--- config.mk ---
export PLATFORM = sky130hd
export DESIGN_NAME = timer_set_ctrl
export DESIGN_NICKNAME = d
export VERILOG_FILES = /design/src/rtl/timer_set_ctrl.sv
export SDC_FILE = /design/constraint.sdc
export NUM_CORES = 1
export LEC_CHECK = 0
export ABC_AREA = 1
export BUFFER_PORTS_ARGS = -buffer_cell sky130_fd_sc_hd__buf_2
export CAP_MARGIN = 5
export CORE_UTILIZATION = 60
export DETAILED_ROUTE_END_ITERATION = 6
export PLACE_DENSITY = 0.78
export RECOVER_POWER = 50
export REMOVE_ABC_BUFFERS = 1
export SETUP_SLACK_MARGIN = 0.2
export SLEW_MARGIN = 15
export SYNTH_ARGS = -nofsm -noshare
export SYNTH_HDL_FRONTEND = slang
export SYNTH_SLANG_ARGS = --single-unit
--- constraint.sdc ---
create_clock -name clk -period 1.9 [get_ports clk]
set_clock_uncertainty 0.05 [all_clocks]
set_input_delay 0.19 -clock clk [delete_from_list [all_inputs] [get_ports clk]]
set_output_delay 0.19 -clock clk [all_outputs]
set_load 0.02 [all_outputs]
--- src/rtl/timer_set_ctrl.sv ---
// -----------------------------------------------------------------------------
// timer_set_ctrl
//   Button-driven preset editor for the countdown timer. Holds the preset as
//   packed BCD hours/minutes/seconds and edits one field at a time from
//   single-cycle debounced button pulses. While any field is being set,
//   `stop` is high so the downstream timer keeps reloading the preset.
//
// Ports
//   clk        system clock
//   rst        synchronous active-high reset
//   btn_mode   pulse: enter / leave set mode
//   btn_sel    pulse: advance selected field (hour -> min -> sec -> hour)
//   btn_up     pulse: increment selected field (wraps max -> 00)
//   btn_down   pulse: decrement selected field (wraps 00 -> max)
//   timer_hour BCD hours {tens, ones}
//   timer_min  BCD minutes
//   timer_sec  BCD seconds
//   stop       high in every set state, low in RUN
//   set_field  0 = none (RUN), 1 = hour, 2 = min, 3 = sec
//   blink      1 = selected field visible, 0 = blanked
// -----------------------------------------------------------------------------
module timer_set_ctrl #(
    parameter int HOUR_MAX  = 23,
    parameter int BLINK_DIV = 25_000_000
) (
    input  logic       clk,
    input  logic       rst,
    input  logic       btn_mode,
    input  logic       btn_sel,
    input  logic       btn_up,
    input  logic       btn_down,
    output logic [7:0] timer_hour,
    output logic [7:0] timer_min,
    output logic [7:0] timer_sec,
    output logic       stop,
    output logic [1:0] set_field,
    output logic       blink
);

    localparam int              CNT_W        = (BLINK_DIV > 2) ? $clog2(BLINK_DIV) : 1;
    localparam logic [CNT_W-1:0] CNT_LAST    = CNT_W'(BLINK_DIV - 1);
    localparam logic [7:0]      HOUR_MAX_BCD = {4'(HOUR_MAX / 10), 4'(HOUR_MAX % 10)};

    // State encoding equals the set_field code, so set_field is the state register.
    typedef enum logic [1:0] {
        RUN    = 2'd0,
        S_HOUR = 2'd1,
        S_MIN  = 2'd2,
        S_SEC  = 2'd3
    } state_t;

    typedef enum logic [1:0] {
        OP_NONE  = 2'd0,
        OP_UP    = 2'd1,
        OP_DOWN  = 2'd2,
        OP_CLEAR = 2'd3
    } edit_op_t;

    state_t           state_reg, state_next;
    logic             stop_reg, stop_next;
    logic             blink_reg, blink_next;
    logic [CNT_W-1:0] cnt_reg, cnt_next;
    edit_op_t         edit_op;

    // Wrap check is on the whole field; otherwise step the ones digit with carry.
    function automatic logic [7:0] bcd_inc(input logic [7:0] val, input logic [7:0] max);
        if (val == max)
            return 8'h00;
        else if (val[3:0] == 4'd9)
            return {val[7:4] + 4'd1, 4'd0};
        else
            return {val[7:4], val[3:0] + 4'd1};
    endfunction

    function automatic logic [7:0] bcd_dec(input logic [7:0] val, input logic [7:0] max);
        if (val == 8'h00)
            return max;
        else if (val[3:0] == 4'd0)
            return {val[7:4] - 4'd1, 4'd9};
        else
            return {val[7:4], val[3:0] - 4'd1};
    endfunction

    always_ff @(posedge clk) begin
        if (rst) begin
            state_reg <= RUN;
            stop_reg  <= 1'b0;
            blink_reg <= 1'b1;
            cnt_reg   <= '0;
        end else begin
            state_reg <= state_next;
            stop_reg  <= stop_next;
            blink_reg <= blink_next;
            cnt_reg   <= cnt_next;
        end
    end

    // Buttons are resolved with mode > sel > up/down; losers are dropped.
    always_comb begin
        state_next = state_reg;
        blink_next = blink_reg;
        cnt_next   = cnt_reg;
        edit_op    = OP_NONE;

        if (btn_mode) begin
            state_next = (state_reg == RUN) ? S_HOUR : RUN;
            blink_next = 1'b1;
            cnt_next   = '0;
        end else if (state_reg == RUN) begin
            blink_next = 1'b1;
            cnt_next   = '0;
        end else if (btn_sel) begin
            unique case (state_reg)
                S_HOUR:  state_next = S_MIN;
                S_MIN:   state_next = S_SEC;
                default: state_next = S_HOUR;
            endcase
            blink_next = 1'b1;
            cnt_next   = '0;
        end else if (btn_up || btn_down) begin
            edit_op    = edit_op_t'({btn_down, btn_up});
            blink_next = 1'b1;
            cnt_next   = '0;
        end else if (cnt_reg == CNT_LAST) begin
            blink_next = ~blink_reg;
            cnt_next   = '0;
        end else begin
            cnt_next   = cnt_reg + CNT_W'(1);
        end

        // Registered from the next state so stop moves in lockstep with set_field.
        stop_next = (state_next != RUN);
    end

    // One register per BCD field; only the field owned by the current state edits.
    for (genvar gi = 0; gi < 3; gi++) begin : g_field
        localparam logic [7:0] FIELD_MAX = (gi == 0) ? HOUR_MAX_BCD : 8'h59;
        localparam logic [1:0] OWN_STATE = 2'(gi + 1);

        logic [7:0] value_reg, value_next;

        always_comb begin
            value_next = value_reg;
            if (state_reg == OWN_STATE) begin
                unique case (edit_op)
                    OP_UP:    value_next = bcd_inc(value_reg, FIELD_MAX);
                    OP_DOWN:  value_next = bcd_dec(value_reg, FIELD_MAX);
                    OP_CLEAR: value_next = 8'h00;
                    default:  value_next = value_reg;
                endcase
            end
        end

        always_ff @(posedge clk) begin
            if (rst)
                value_reg <= 8'h00;
            else
                value_reg <= value_next;
        end
    end

    assign timer_hour = g_field[0].value_reg;
    assign timer_min  = g_field[1].value_reg;
    assign timer_sec  = g_field[2].value_reg;
    assign stop       = stop_reg;
    assign set_field  = state_reg;
    assign blink      = blink_reg;

endmodule
==> reports/metrics.yaml <==
outcome: "finished clean"
final_cell_mix: "sky130_fd_sc_hd__nand2_1, sky130_fd_sc_hd__nor2_1, sky130_fd_sc_hd__inv_1"
cts_htree_levels: 2
antennaDiodeCount: 0
start_kind: "flip-flop"
ctsRootBufferMaster: "sky130_fd_sc_hd__clkbuf_8"
detailroute.via_count: 3764
io-pin-count: 34
initial_core_util_pct: 62.54
hold_ws_ns: 0.1794
postSynthRegisterBits: 53
drtPass1Iterations: 5
gpl.final_weighted_congestion: 0.9583
yosysSeqAreaShare_pct: 28.49
power.switching_fraction_pct: 24.62
design.final.nets: 653
dp.final_hpwl_um: 6529
timing.critical_path.buf_inv: 3
routed_wire_length_per_instance_um: 12.84
largest_reg_flops: 25
timing_worst_setup_path_type: "flip-flop to flip-flop"
power-per-cell-area_mw_per_mm2: 490.6
wirelength_um: 8976
worst_setup_hold_path_clk_slew_ns: 0.10
p_leak_nw: 1.855
cp_top_family: "simple AND/OR/NAND/NOR gates"
timing.final.hold_violations: 0
p_comb_share_pct: 7.7
crit_chain: "inv_2 -> ha_4 -> nor2_4 -> inv_2 -> nor2_4 -> buf_6 -> nor2_2 -> nand2_2 -> o21ai_0 -> nor2_1 -> nor2_1"
overall_power_consumption_mw: 2.081
final_antenna_violating_net_count: 0
cp_slowest_cell: "sky130_fd_sc_hd__dfxtp_1"
destination_of_the_worst_register_to_register_timing_path: "timer_sec[6]"
r2r-start: "set_field[0]"
first_pass_grt_wire_length_um: 14140
cts_buffer_depth: 2
internal_power_mw: 1.569
fillCellCount: 518
synth.cell_area_mm2: 0.003725
critical_path_fanouts_max: 5
rsz_0062_raised_after_global_routing: "true"
critPathArrivalTime_ns: 1.94
fp.dieH_um: 80.79
layout.cells.most_common: "sky130_fd_sc_hd__nand2_1"
slew_violations: 0
grt.total_usage_pct: 27.29
slew-limit-headroom_pct: 58.47
worstSkewPairLatency_ns: 0.32
synthDistinctLibCells: 35
cts_tree: "done"
worst_setup_path_endpoint: "timer_sec[6]"
tritoncts.num_buffers: 5
drv_cap: 0
worst_setup_path_end_kind: "flip-flop"
ys_warn_count: 0
route.detailed.vias_per_inst: 5.385
critical_path_depth: 11
synthesis.area_per_instance_um2: 6.478
power.share.sequential_pct: 54.1
design.die.area_mm2: 0.006527
cp-startpoint: "set_field[0]"
drt_iter0_drc: 230
cts_sink_count: 53
net_switching_power_figure_mw: 0.5123
worstMarginPinSlew_ns: 0.6223
layout-drive-gt1-share_pct: 13.62
number_of_antenna_violations_at_the_first_check_in_global_routing: 0
clock_power_share_pct: 38.2
syn_inst: 575
grt_remaining_overflow: 0
layout_min_cycle_time_ns: 1.771
die_w_um: 80.79
grt_max_degree: 18
cp_slowest_stage_delay_ns: 0.38
io_buffers: 33
setup_viol_count_final: 0
core_area_mm2: 0.005956
reg2reg_depth: 11
grt_pass1_vias: 3235
ratio_of_final_minimum_period_to_clock_period_pct: 93.22
layout-area-overhead-vs-synth_pct: 13.87
worst_ir_drop_vdd_mv: 0.3527
regToRegSetupSlack_ns: 0.13
crit_required_ns: 2.07
row_count: 28
highest_clock_rate_mhz: 564.6
drc: 0
worstHoldPathType: "input pin to flip-flop"
cts_hold_repair.buffers: 0
[synth_stat cells (all sizes together)]
library cell    n  area (um^2)
nand4          12        75.07
nor2          104        440.4
nor4            1        6.260
mux2i           1        10.01
xnor2           8        70.07
dfxtp          53         1061
o21ai          27        135.1
ha             24        300.3
a31oi           2        12.51
o211ai          1        7.510
o22ai           2        12.51
clkbuf          4        26.27
nor3           11        65.06
a21oi          23        115.1
nor3b           1        7.510
nand2         145        586.8
nand3          56        307.8
clkinv          2        13.76
nand3b          1        7.510
buf             4        45.04
a31o            1        8.760
xor2           13        113.9
inv            79        296.5
[worst min-delay path by stage]
stage	start	end	slack (ns)	cells after the start
floorplan	rst	timer_hour[5]	0.21	1
detailed placement	cnt_reg[23]	cnt_reg[23]	0.41	2
global placement	cnt_reg[23]	cnt_reg[23]	0.40	2
CTS	rst	timer_hour[5]	0.17	2
global route	rst	timer_hour[5]	0.18	2
finish	rst	timer_hour[5]	0.18	2
[layout make-up]
cell class	count	area, um^2	area share (%)
multi-input cells	433	2386	56.25
flip-flops and latches	53	1067	25.16
inverters	81	312.8	7.375
repair buffers	49	270.3	6.372
well taps	75	93.84	2.212
clock buffers	6	72.57	1.711
clock inverters	2	38.79	0.9145
[worst register-to-register path, delay by kind of cell (launching register included)]
kind / cells / cell delay (ns)
AOI/OAI and AO/OA: 1 / 0.11
buffers and inverters: 3 / 0.31
and+or+nand+nor: 6 / 0.67
adders and majority gates: 1 / 0.18
DFF: 1 / 0.38
[power by group through the flow]
stage          Clock [mW]  Combinational, mW  Sequential [mW]
2_1_floorplan           0             0.0784             1.16
3_3_place_gp            0              0.134             1.15
3_5_place_dp            0              0.137             1.15
4_1_cts             0.804              0.142             1.13
5_1_grt             0.851              0.174             1.13
6_report            0.795              0.160             1.13
[repair_timing]
item | in CTS | in global routing
gates resized for setup | 10 | 30
endpoints found under the hold margin | 0 | 0
pin swaps | 3 | 10
buffers inserted | 2 | 7
setup endpoints to repair | 34 | 40
[kinds of logic (layout without fill, tap and decap cells)]
logic type / count (synthesis) / count (layout) / synth area share, %
compound gates: 56 / 56 / 7.826
xor+xnor: 21 / 21 / 4.938
fa+ha+maj: 24 / 24 / 8.062
buf+inv: 89 / 138 / 10.24
flops: 53 / 53 / 28.49
mux: 1 / 1 / 0.2687
simple gates: 331 / 331 / 40.17
[metal layers]
metal	vias to the layer above	track usage, %	routed length (um)
met1	1734	36.61	4182
met4	0	8.214	153
li1	1913	-	-
met5	-	0	0
met3	18	3.820	397
met2	99	45.34	4243
[per-stage QoR]
step	cells	setup WS [ns]	utilization (%)	area, um^2	TNS [ns]
global route	699	0.04921	71.22	4242	0
CTS	692	0.2039	69.43	4135	0
detailed placement	682	0.1074	66.79	3978	0
floorplan	567	-0.2047	-	3654	-1.033
finish	699	0.1288	71.22	4242	0
global placement	682	0.1405	66.79	3978	0
Note: power is estimated with default switching activity, not from simulation.
